**src/rtl/mmio_pkg.sv**
```systemverilog
// mmio_pkg: shared constants and types for the eLC-3 memory/IO controller.
//   - IO register offsets within the 256-word IO window
//   - KBSR / DSR bit positions
//   - access FSM state encoding
package mmio_pkg;

   // Register offsets, relative to the IO window base (Address[7:0])
   localparam logic [7:0] OFF_KBSR = 8'h00;
   localparam logic [7:0] OFF_KBDR = 8'h02;
   localparam logic [7:0] OFF_DSR  = 8'h04;
   localparam logic [7:0] OFF_DDR  = 8'h06;

   // KBSR bit indices
   localparam int unsigned KBSR_READY = 15;
   localparam int unsigned KBSR_IE    = 14;
   localparam int unsigned KBSR_OVF   = 13;

   // DSR bit index
   localparam int unsigned DSR_READY  = 15;

   // Access sequencer states
   typedef enum logic [1:0] {
      IDLE = 2'd0,
      IO   = 2'd1,
      SRAM = 2'd2,
      DONE = 2'd3
   } state_t;

endpackage

```
**src/rtl/kbd_fifo.sv**
```systemverilog
// kbd_fifo: synchronous keystroke FIFO, DATA_W x DEPTH (DEPTH power of 2, >= 2).
// Ports:
//   clk, rst   clock, asynchronous active-high reset
//   push, din  write strobe and data; ignored when full unless popping in the same cycle
//   pop        read strobe; ignored when empty
//   full       DEPTH entries held
//   empty      no entries held
//   head       oldest entry (valid while !empty)
module kbd_fifo
#(
   parameter int unsigned DATA_W = 16,
   parameter int unsigned DEPTH  = 8
)
(
   input  logic              clk,
   input  logic              rst,
   input  logic              push,
   input  logic              pop,
   input  logic [DATA_W-1:0] din,
   output logic              full,
   output logic              empty,
   output logic [DATA_W-1:0] head
);

   localparam int unsigned PW = $clog2(DEPTH);
   localparam int unsigned CW = PW + 1;

   logic [DATA_W-1:0] mem [DEPTH];
   logic [PW-1:0]     wr_ptr;
   logic [PW-1:0]     rd_ptr;
   logic [CW-1:0]     count;
   logic              do_push;
   logic              do_pop;

   assign full    = (count == CW'(DEPTH));
   assign empty   = (count == '0);
   assign head    = mem[rd_ptr];
   // A full FIFO still accepts a push when an entry leaves in the same cycle
   assign do_pop  = pop & ~empty;
   assign do_push = push & (~full | do_pop);

   always_ff @(posedge clk or posedge rst) begin
      if (rst) begin
         wr_ptr <= '0;
         rd_ptr <= '0;
         count  <= '0;
      end else begin
         if (do_push) wr_ptr <= wr_ptr + PW'(1);
         if (do_pop)  rd_ptr <= rd_ptr + PW'(1);
         case ({do_push, do_pop})
            2'b10:   count <= count + CW'(1);
            2'b01:   count <= count - CW'(1);
            default: count <= count;
         endcase
      end
   end

   always_ff @(posedge clk) begin
      if (do_push) mem[wr_ptr] <= din;
   end

endmodule

```
**src/rtl/mmio_controller.sv**
```systemverilog
// mmio_controller: eLC-3 memory/IO controller between the CPU memory port,
// the SRAM chip, the keyboard and the video output.
//   - IO window of 256 words at IO_BASE: KBSR(+0) KBDR(+2) DSR(+4) DDR(+6)
//   - keystrokes buffered in a KBD_FIFO_DEPTH-entry FIFO with sticky overflow
//   - MIO_EN / Mem_Ready handshake, SRAM accesses stretched by MEM_WAIT cycles
// Ports:
//   Clk, Reset               clock, asynchronous active-high reset
//   MIO_EN, R_W, Address     CPU request (held until Mem_Ready), 1 = write
//   Data_FromCPU             CPU write data (also driven to SRAM)
//   Data_FromSRAM            SRAM read data
//   Data_FromKeyboard        keycode, 0 = no key
//   Keypress                 key strobe level, one push per rising edge
//   DisplayReady             pulse: video consumed DDR
//   Mem_CE/OE/WE/LB/UB       SRAM controls, active-high
//   Data_ToSRAM              SRAM write data
//   Data_ToCPU               registered read data, held until next read
//   Data_ToVideo             current DDR
//   Mem_Ready                one-cycle completion pulse
//   Kbd_Irq                  keyboard interrupt (only with MMIO_KBD_IRQ_EN)
// Configuration macro: MMIO_KBD_IRQ_EN enables the KBSR interrupt-enable bit
// and the Kbd_Irq output; without it KBSR[14] reads 0 and ignores writes.
module mmio_controller
   import mmio_pkg::*;
#(
   parameter int unsigned       DATA_W         = 16,
   parameter int unsigned       ADDR_W         = 16,
   parameter logic [ADDR_W-1:0] IO_BASE        = ADDR_W'(16'hFE00),
   parameter int unsigned       KBD_FIFO_DEPTH = 8,
   parameter int unsigned       MEM_WAIT       = 1
)
(
   input  logic              Clk,
   input  logic              Reset,
   input  logic              MIO_EN,
   input  logic              R_W,
   input  logic [ADDR_W-1:0] Address,
   input  logic [DATA_W-1:0] Data_FromCPU,
   input  logic [DATA_W-1:0] Data_FromSRAM,
   input  logic [DATA_W-1:0] Data_FromKeyboard,
   input  logic              Keypress,
   input  logic              DisplayReady,
   output logic              Mem_CE,
   output logic              Mem_OE,
   output logic              Mem_WE,
   output logic              Mem_LB,
   output logic              Mem_UB,
   output logic [DATA_W-1:0] Data_ToSRAM,
   output logic [DATA_W-1:0] Data_ToCPU,
   output logic [DATA_W-1:0] Data_ToVideo,
   output logic              Mem_Ready
`ifdef MMIO_KBD_IRQ_EN
   ,output logic             Kbd_Irq
`endif
);

   state_t            state;
   logic [3:0]        wait_cnt;
   logic              in_io;
   logic [7:0]        offset;
   logic              io_rd;
   logic              io_wr;
   logic              key_prev;
   logic              key_push;
   logic              fifo_push;
   logic              fifo_pop;
   logic              fifo_full;
   logic              fifo_empty;
   logic [DATA_W-1:0] fifo_head;
   logic              ovf;
   logic              ie;
   logic              disp_ready;
   logic [DATA_W-1:0] ddr;
   logic [DATA_W-1:0] rd_data;

   assign in_io  = (Address[ADDR_W-1:8] == IO_BASE[ADDR_W-1:8]);
   assign offset = Address[7:0];

   // Register side effects happen only on the single IO-state edge, so a
   // CPU that holds MIO_EN through DONE cannot pop KBDR twice.
   assign io_rd  = (state == IO) & ~R_W;
   assign io_wr  = (state == IO) &  R_W;

   assign key_push  = Keypress & ~key_prev & (Data_FromKeyboard != '0);
   assign fifo_pop  = io_rd & (offset == OFF_KBDR) & ~fifo_empty;
   assign fifo_push = key_push;

   assign Data_ToSRAM  = Data_FromCPU;
   assign Data_ToVideo = ddr;

   kbd_fifo #(
      .DATA_W (DATA_W),
      .DEPTH  (KBD_FIFO_DEPTH)
   ) u_kbd_fifo (
      .clk   (Clk),
      .rst   (Reset),
      .push  (fifo_push),
      .pop   (fifo_pop),
      .din   (Data_FromKeyboard),
      .full  (fifo_full),
      .empty (fifo_empty),
      .head  (fifo_head)
   );

   // IO read data; unmapped offsets and the write-only DDR read as zero
   always_comb begin
      rd_data = '0;
      case (offset)
         OFF_KBSR: begin
            rd_data[KBSR_READY] = ~fifo_empty;
            rd_data[KBSR_IE]    = ie;
            rd_data[KBSR_OVF]   = ovf;
         end
         OFF_KBDR: begin
            if (!fifo_empty) rd_data = fifo_head;
         end
         OFF_DSR: begin
            rd_data[DSR_READY] = disp_ready;
         end
         default: rd_data = '0;
      endcase
   end

   // Keyboard status, display status and DDR
   always_ff @(posedge Clk or posedge Reset) begin
      if (Reset) begin
         key_prev   <= 1'b0;
         ovf        <= 1'b0;
         disp_ready <= 1'b1;
         ddr        <= '0;
      end else begin
         key_prev <= Keypress;
         // A fresh loss outranks a same-cycle clear so it is never hidden
         if (key_push && fifo_full && !fifo_pop)
            ovf <= 1'b1;
         else if (io_wr && offset == OFF_KBSR && Data_FromCPU[KBSR_OVF])
            ovf <= 1'b0;
         if (io_wr && offset == OFF_DDR) begin
            ddr        <= Data_FromCPU;
            disp_ready <= 1'b0;
         end else if (DisplayReady) begin
            disp_ready <= 1'b1;
         end
      end
   end

`ifdef MMIO_KBD_IRQ_EN
   always_ff @(posedge Clk or posedge Reset) begin
      if (Reset) begin
         ie      <= 1'b0;
         Kbd_Irq <= 1'b0;
      end else begin
         if (io_wr && offset == OFF_KBSR) ie <= Data_FromCPU[KBSR_IE];
         Kbd_Irq <= ie & ~fifo_empty;
      end
   end
`else
   assign ie = 1'b0;
`endif

   // Access sequencer with registered SRAM strobes and completion pulse
   always_ff @(posedge Clk or posedge Reset) begin
      if (Reset) begin
         state      <= IDLE;
         wait_cnt   <= '0;
         Mem_CE     <= 1'b0;
         Mem_OE     <= 1'b0;
         Mem_WE     <= 1'b0;
         Mem_LB     <= 1'b0;
         Mem_UB     <= 1'b0;
         Mem_Ready  <= 1'b0;
         Data_ToCPU <= '0;
      end else begin
         Mem_Ready <= 1'b0;
         case (state)
            IDLE: begin
               if (MIO_EN) begin
                  if (in_io) begin
                     state <= IO;
                  end else begin
                     state    <= SRAM;
                     wait_cnt <= 4'(MEM_WAIT);
                     Mem_CE   <= 1'b1;
                     Mem_LB   <= 1'b1;
                     Mem_UB   <= 1'b1;
                     Mem_OE   <= ~R_W;
                     Mem_WE   <= R_W;
                  end
               end
            end
            IO: begin
               if (!R_W) Data_ToCPU <= rd_data;
               Mem_Ready <= 1'b1;
               state     <= DONE;
            end
            SRAM: begin
               if (wait_cnt == '0) begin
                  if (!R_W) Data_ToCPU <= Data_FromSRAM;
                  Mem_CE    <= 1'b0;
                  Mem_LB    <= 1'b0;
                  Mem_UB    <= 1'b0;
                  Mem_OE    <= 1'b0;
                  Mem_WE    <= 1'b0;
                  Mem_Ready <= 1'b1;
                  state     <= DONE;
               end else begin
                  wait_cnt <= wait_cnt - 4'd1;
               end
            end
            DONE: begin
               if (!MIO_EN) state <= IDLE;
            end
            default: state <= IDLE;
         endcase
      end
   end

endmodule

```
**config.mk**
```make
export PLATFORM = sky130hd
export DESIGN_NAME = mmio_controller
export DESIGN_NICKNAME = d
export VERILOG_FILES = /design/src/rtl/mmio_pkg.sv /design/src/rtl/kbd_fifo.sv /design/src/rtl/mmio_controller.sv
export SDC_FILE = /design/constraint.sdc
export NUM_CORES = 1
export LEC_CHECK = 0
export CORE_MARGIN = 1
export CORE_UTILIZATION = 58
export DETAILED_ROUTE_END_ITERATION = 8
export PLACE_DENSITY_LB_ADDON = 0.25
export SKIP_LAST_GASP = 1
export SLEW_MARGIN = 40
export SYNTH_ARGS = -nofsm -noshare
export SYNTH_HDL_FRONTEND = slang
export SYNTH_SLANG_ARGS = --single-unit
```
**constraint.sdc**
```tcl
create_clock -name Clk -period 6.3 [get_ports Clk]
set_clock_uncertainty 0.05 [all_clocks]
set_input_delay 1.89 -clock Clk [delete_from_list [all_inputs] [get_ports Clk]]
set_output_delay 1.89 -clock Clk [all_outputs]
set_load 0.005 [all_outputs]
```
==> out/results.ini <==
[outcome]
status=finished clean

[yosys]
synth_nets=545
synth_commonest_cells=128 x edfxtp_1, 54 x dfrtp_1, 35 x mux2_2
synthTopCellsByArea=edfxtp_1 50%, dfrtp_1 18%, mux4_2 9.4%
synth.largest_area_cell=edfxtp_1
ys_ff_latch=183
synth_cells=463
synth_edf_count=128
synthesis.area_um2=7690
yosysWarnings=0
synth.most_common_cell=edfxtp_1
async_flop_share=0.301
syn_avg_cell_area_um2=16.6
synth_top_area_frac=0.500
ys_types=47
yosysSeqAreaShare=0.679
ys.flop_type=edfxtp_1

[detailed_routing]
via_count=4502
drt_iter0_drc=328
viasPerCell=5.85
drcViolationCount=0
drtAntennaViolNets=0
drt-total-wl_mm=16.4
dr.pass1.iters=5
wl_per_cell_um=21.3

[floorplanning]
die_y_um=117
io_pins=124
fp-row-count=41
core_um2=12800
initial_core_util=0.602
die-area_um2=13700
dieWidth_um=117

[global_route]
met1_usage=0.326
grt_usage=0.258
grt_use_met3=0.0530
grt_pass1_vias=4644
grt_max_degree=56
grt_pass1_wl_mm=25.0
overflow=0
globalRoute.busiestLayer=met2
antenna_found_initial=0
use_met2=0.442

[final_layout]
area_growth_pct=26.3
n_antenna_cell=0
nNetsFinal=666
layout-drive-gt1-share=0.211
fillCellCount=706

[timing]
fin_hold_ws_ns=0.443
finalSetupViolations=0
tightest_slew_ns=0.654
fin_ws_ns=1.43
rsz0062_at_grt=false
fmax_mhz=205
slew_headroom=0.564
min_period_over_period=0.773
fin_crit_ns=4.87
timing.final.max_slew_violations=0
finalSetupTns_ns=0
hold_violations=0

[clocking]
clockBufferDepth=2
cts.clk_slew.worst_paths_ns=0.06
cts_hold_buf=0
clock_sinks=183
cts_setup_buffers=0
cts-root-buf=clkbuf_16
cts_inserted_buffers=17
cts_tree=yes
ctsResizeCount=0
insertion_delay_ns=0.43
htreeDepth=4

[worst_setup_path]
r2r-end=u_kbd_fifo.mem[7][6]
cp_num_buf_inv=2
r2r.worst_path.cells=8
slowest_stage=clkdlybuf4s50_1
crit_top_cell=clkdlybuf4s50_1
crit_required_ns=4.36
reg2reg_slack_ns=3.22
endpoint_kind=primary output
crit_arrival_ns=2.93
worstPathCellList=clkdlybuf4s50_1, clkdlybuf4s50_1
timing.rr.start=state[1]
path_class=input pin to primary output
critical-path-top-delay-family=buffers and inverters
crit_path_max_fanout=3
critical-path-max-stage-delay_ns=0.52
crit_start=Data_FromCPU[13]
cp-endpoint=Data_ToSRAM[13]
start_kind=input pin
crit_cells=2

[placed_design]
post-place-ws_ns=1.37
gp_congestion=0.793
hpwl_mm=10.4
port_buffers=123

[power_and_ir_drop]
pwr-share-clk=0.330
p_leak_nw=3.47
pwr-share-comb=0.219
intPower_mw=2.57
p_seq_frac=0.451
p_switching_mw=0.948
sw_frac_of_total=0.270
worst_ir_drop_vdd_uv=208
power_density_nw_per_um2=362

[min_path]
min_path_type=flop to flop

[job]
maxCapViolCount=0

==> cells by family after synthesis <==
kind of cell | count (synthesis) | synth area share
flops | 183 | 0.679
simple gates | 83 | 0.0571
buf+inv | 48 | 0.0342
fa+ha+maj | 12 | 0.0205
compound gates | 56 | 0.0472
xor+xnor | 7 | 0.00797
mux | 74 | 0.154
==> final cells by class <==
class | count | area [um2] | share of cell area
clock buffers | 17 | 425 | 0.0438
clock inverters | 15 | 228 | 0.0234
inverters | 13 | 48.8 | 0.00502
multi-input cells | 232 | 2220 | 0.229
flip-flops and latches | 183 | 5230 | 0.538
well taps | 172 | 215 | 0.0222
repair buffers | 137 | 1350 | 0.139
==> stage by stage <==
step	total power, mW	util	std cells	cell area, um2
after CTS	3.53	0.759	768	9690
after global routing	3.67	0.761	769	9710
after global placement	2.31	0.707	735	9030
after floorplan	2.01	-	463	7690
after detailed placement	2.36	0.708	736	9040
final	3.52	0.761	769	9710
==> metal layers <==
layer / vias up / wire length [um] / part of all wire
met1: 2252 / 6580 / 0.40
met2: 194 / 8410 / 0.51
met4: 0 / 303 / 0.018
met5: - / 0 / 0
met3: 24 / 1100 / 0.067
li1: 2032 / - / -
==> power by group through the flow <==
| stage | logic, mW | clock network, mW | registers [mW] |
|---|---|---|---|
| global route | 0.851 | 1.22 | 1.61 |
| detailed placement | 0.756 | 0 | 1.61 |
| global placement | 0.721 | 0 | 1.59 |
| CTS | 0.773 | 1.17 | 1.59 |
| finish | 0.771 | 1.16 | 1.59 |
| floorplan | 0.424 | 0 | 1.59 |
==> worst min path at each step <==
stage | depth (start not counted) | endpoint | start | slack, ns
6_report | 2 | disp_ready | disp_ready | 0.44
5_1_grt | 1 | ovf | ovf | 0.47
3_5_place_dp | 1 | ovf | ovf | 0.43
2_1_floorplan | 1 | ovf | ovf | 0.41
3_3_place_gp | 1 | ovf | ovf | 0.43
4_1_cts | 1 | ovf | ovf | 0.45
==> state kept, by name, indices dropped and copies added, names as in the netlist <==
register           cells
state                  2
u_kbd_fifo.count       4
key_prev               1
u_kbd_fifo.wr_ptr      3
ovf                    1
Mem_OE                 1
disp_ready             1
Mem_UB                 1
Data_ToVideo          16
Data_ToCPU            16
u_kbd_fifo.rd_ptr      3
Mem_WE                 1
Mem_Ready              1
u_kbd_fifo.mem       128
wait_cnt               4
==> cell usage in the layout, fill, tap and decap left out, drive strengths merged, types with 2 or more instances in the layout <==
| master | count |
|---|---|
| bufinv | 5 |
| clkbuf | 17 |
| mux2i | 7 |
| o2bb2ai | 4 |
| ha | 11 |
| xor2 | 2 |
| inv | 14 |
| xnor2 | 5 |
| a31oi | 2 |
| a22oi | 15 |
| or4 | 3 |
| a21o | 2 |
| nor4 | 7 |
| nand2 | 16 |
| buf | 14 |
| dfrtp | 54 |
| clkinv | 7 |
| clkinvlp | 2 |
| a21oi | 21 |
| clkdlybuf4s50 | 123 |
| nor3 | 5 |
| o21ai | 5 |
| edfxtp | 128 |
| nor2 | 34 |
| nand4 | 4 |
| nand2b | 5 |
| mux2 | 35 |
| o211ai | 2 |
| mux4 | 32 |
Power figures use the tool's default switching activity.
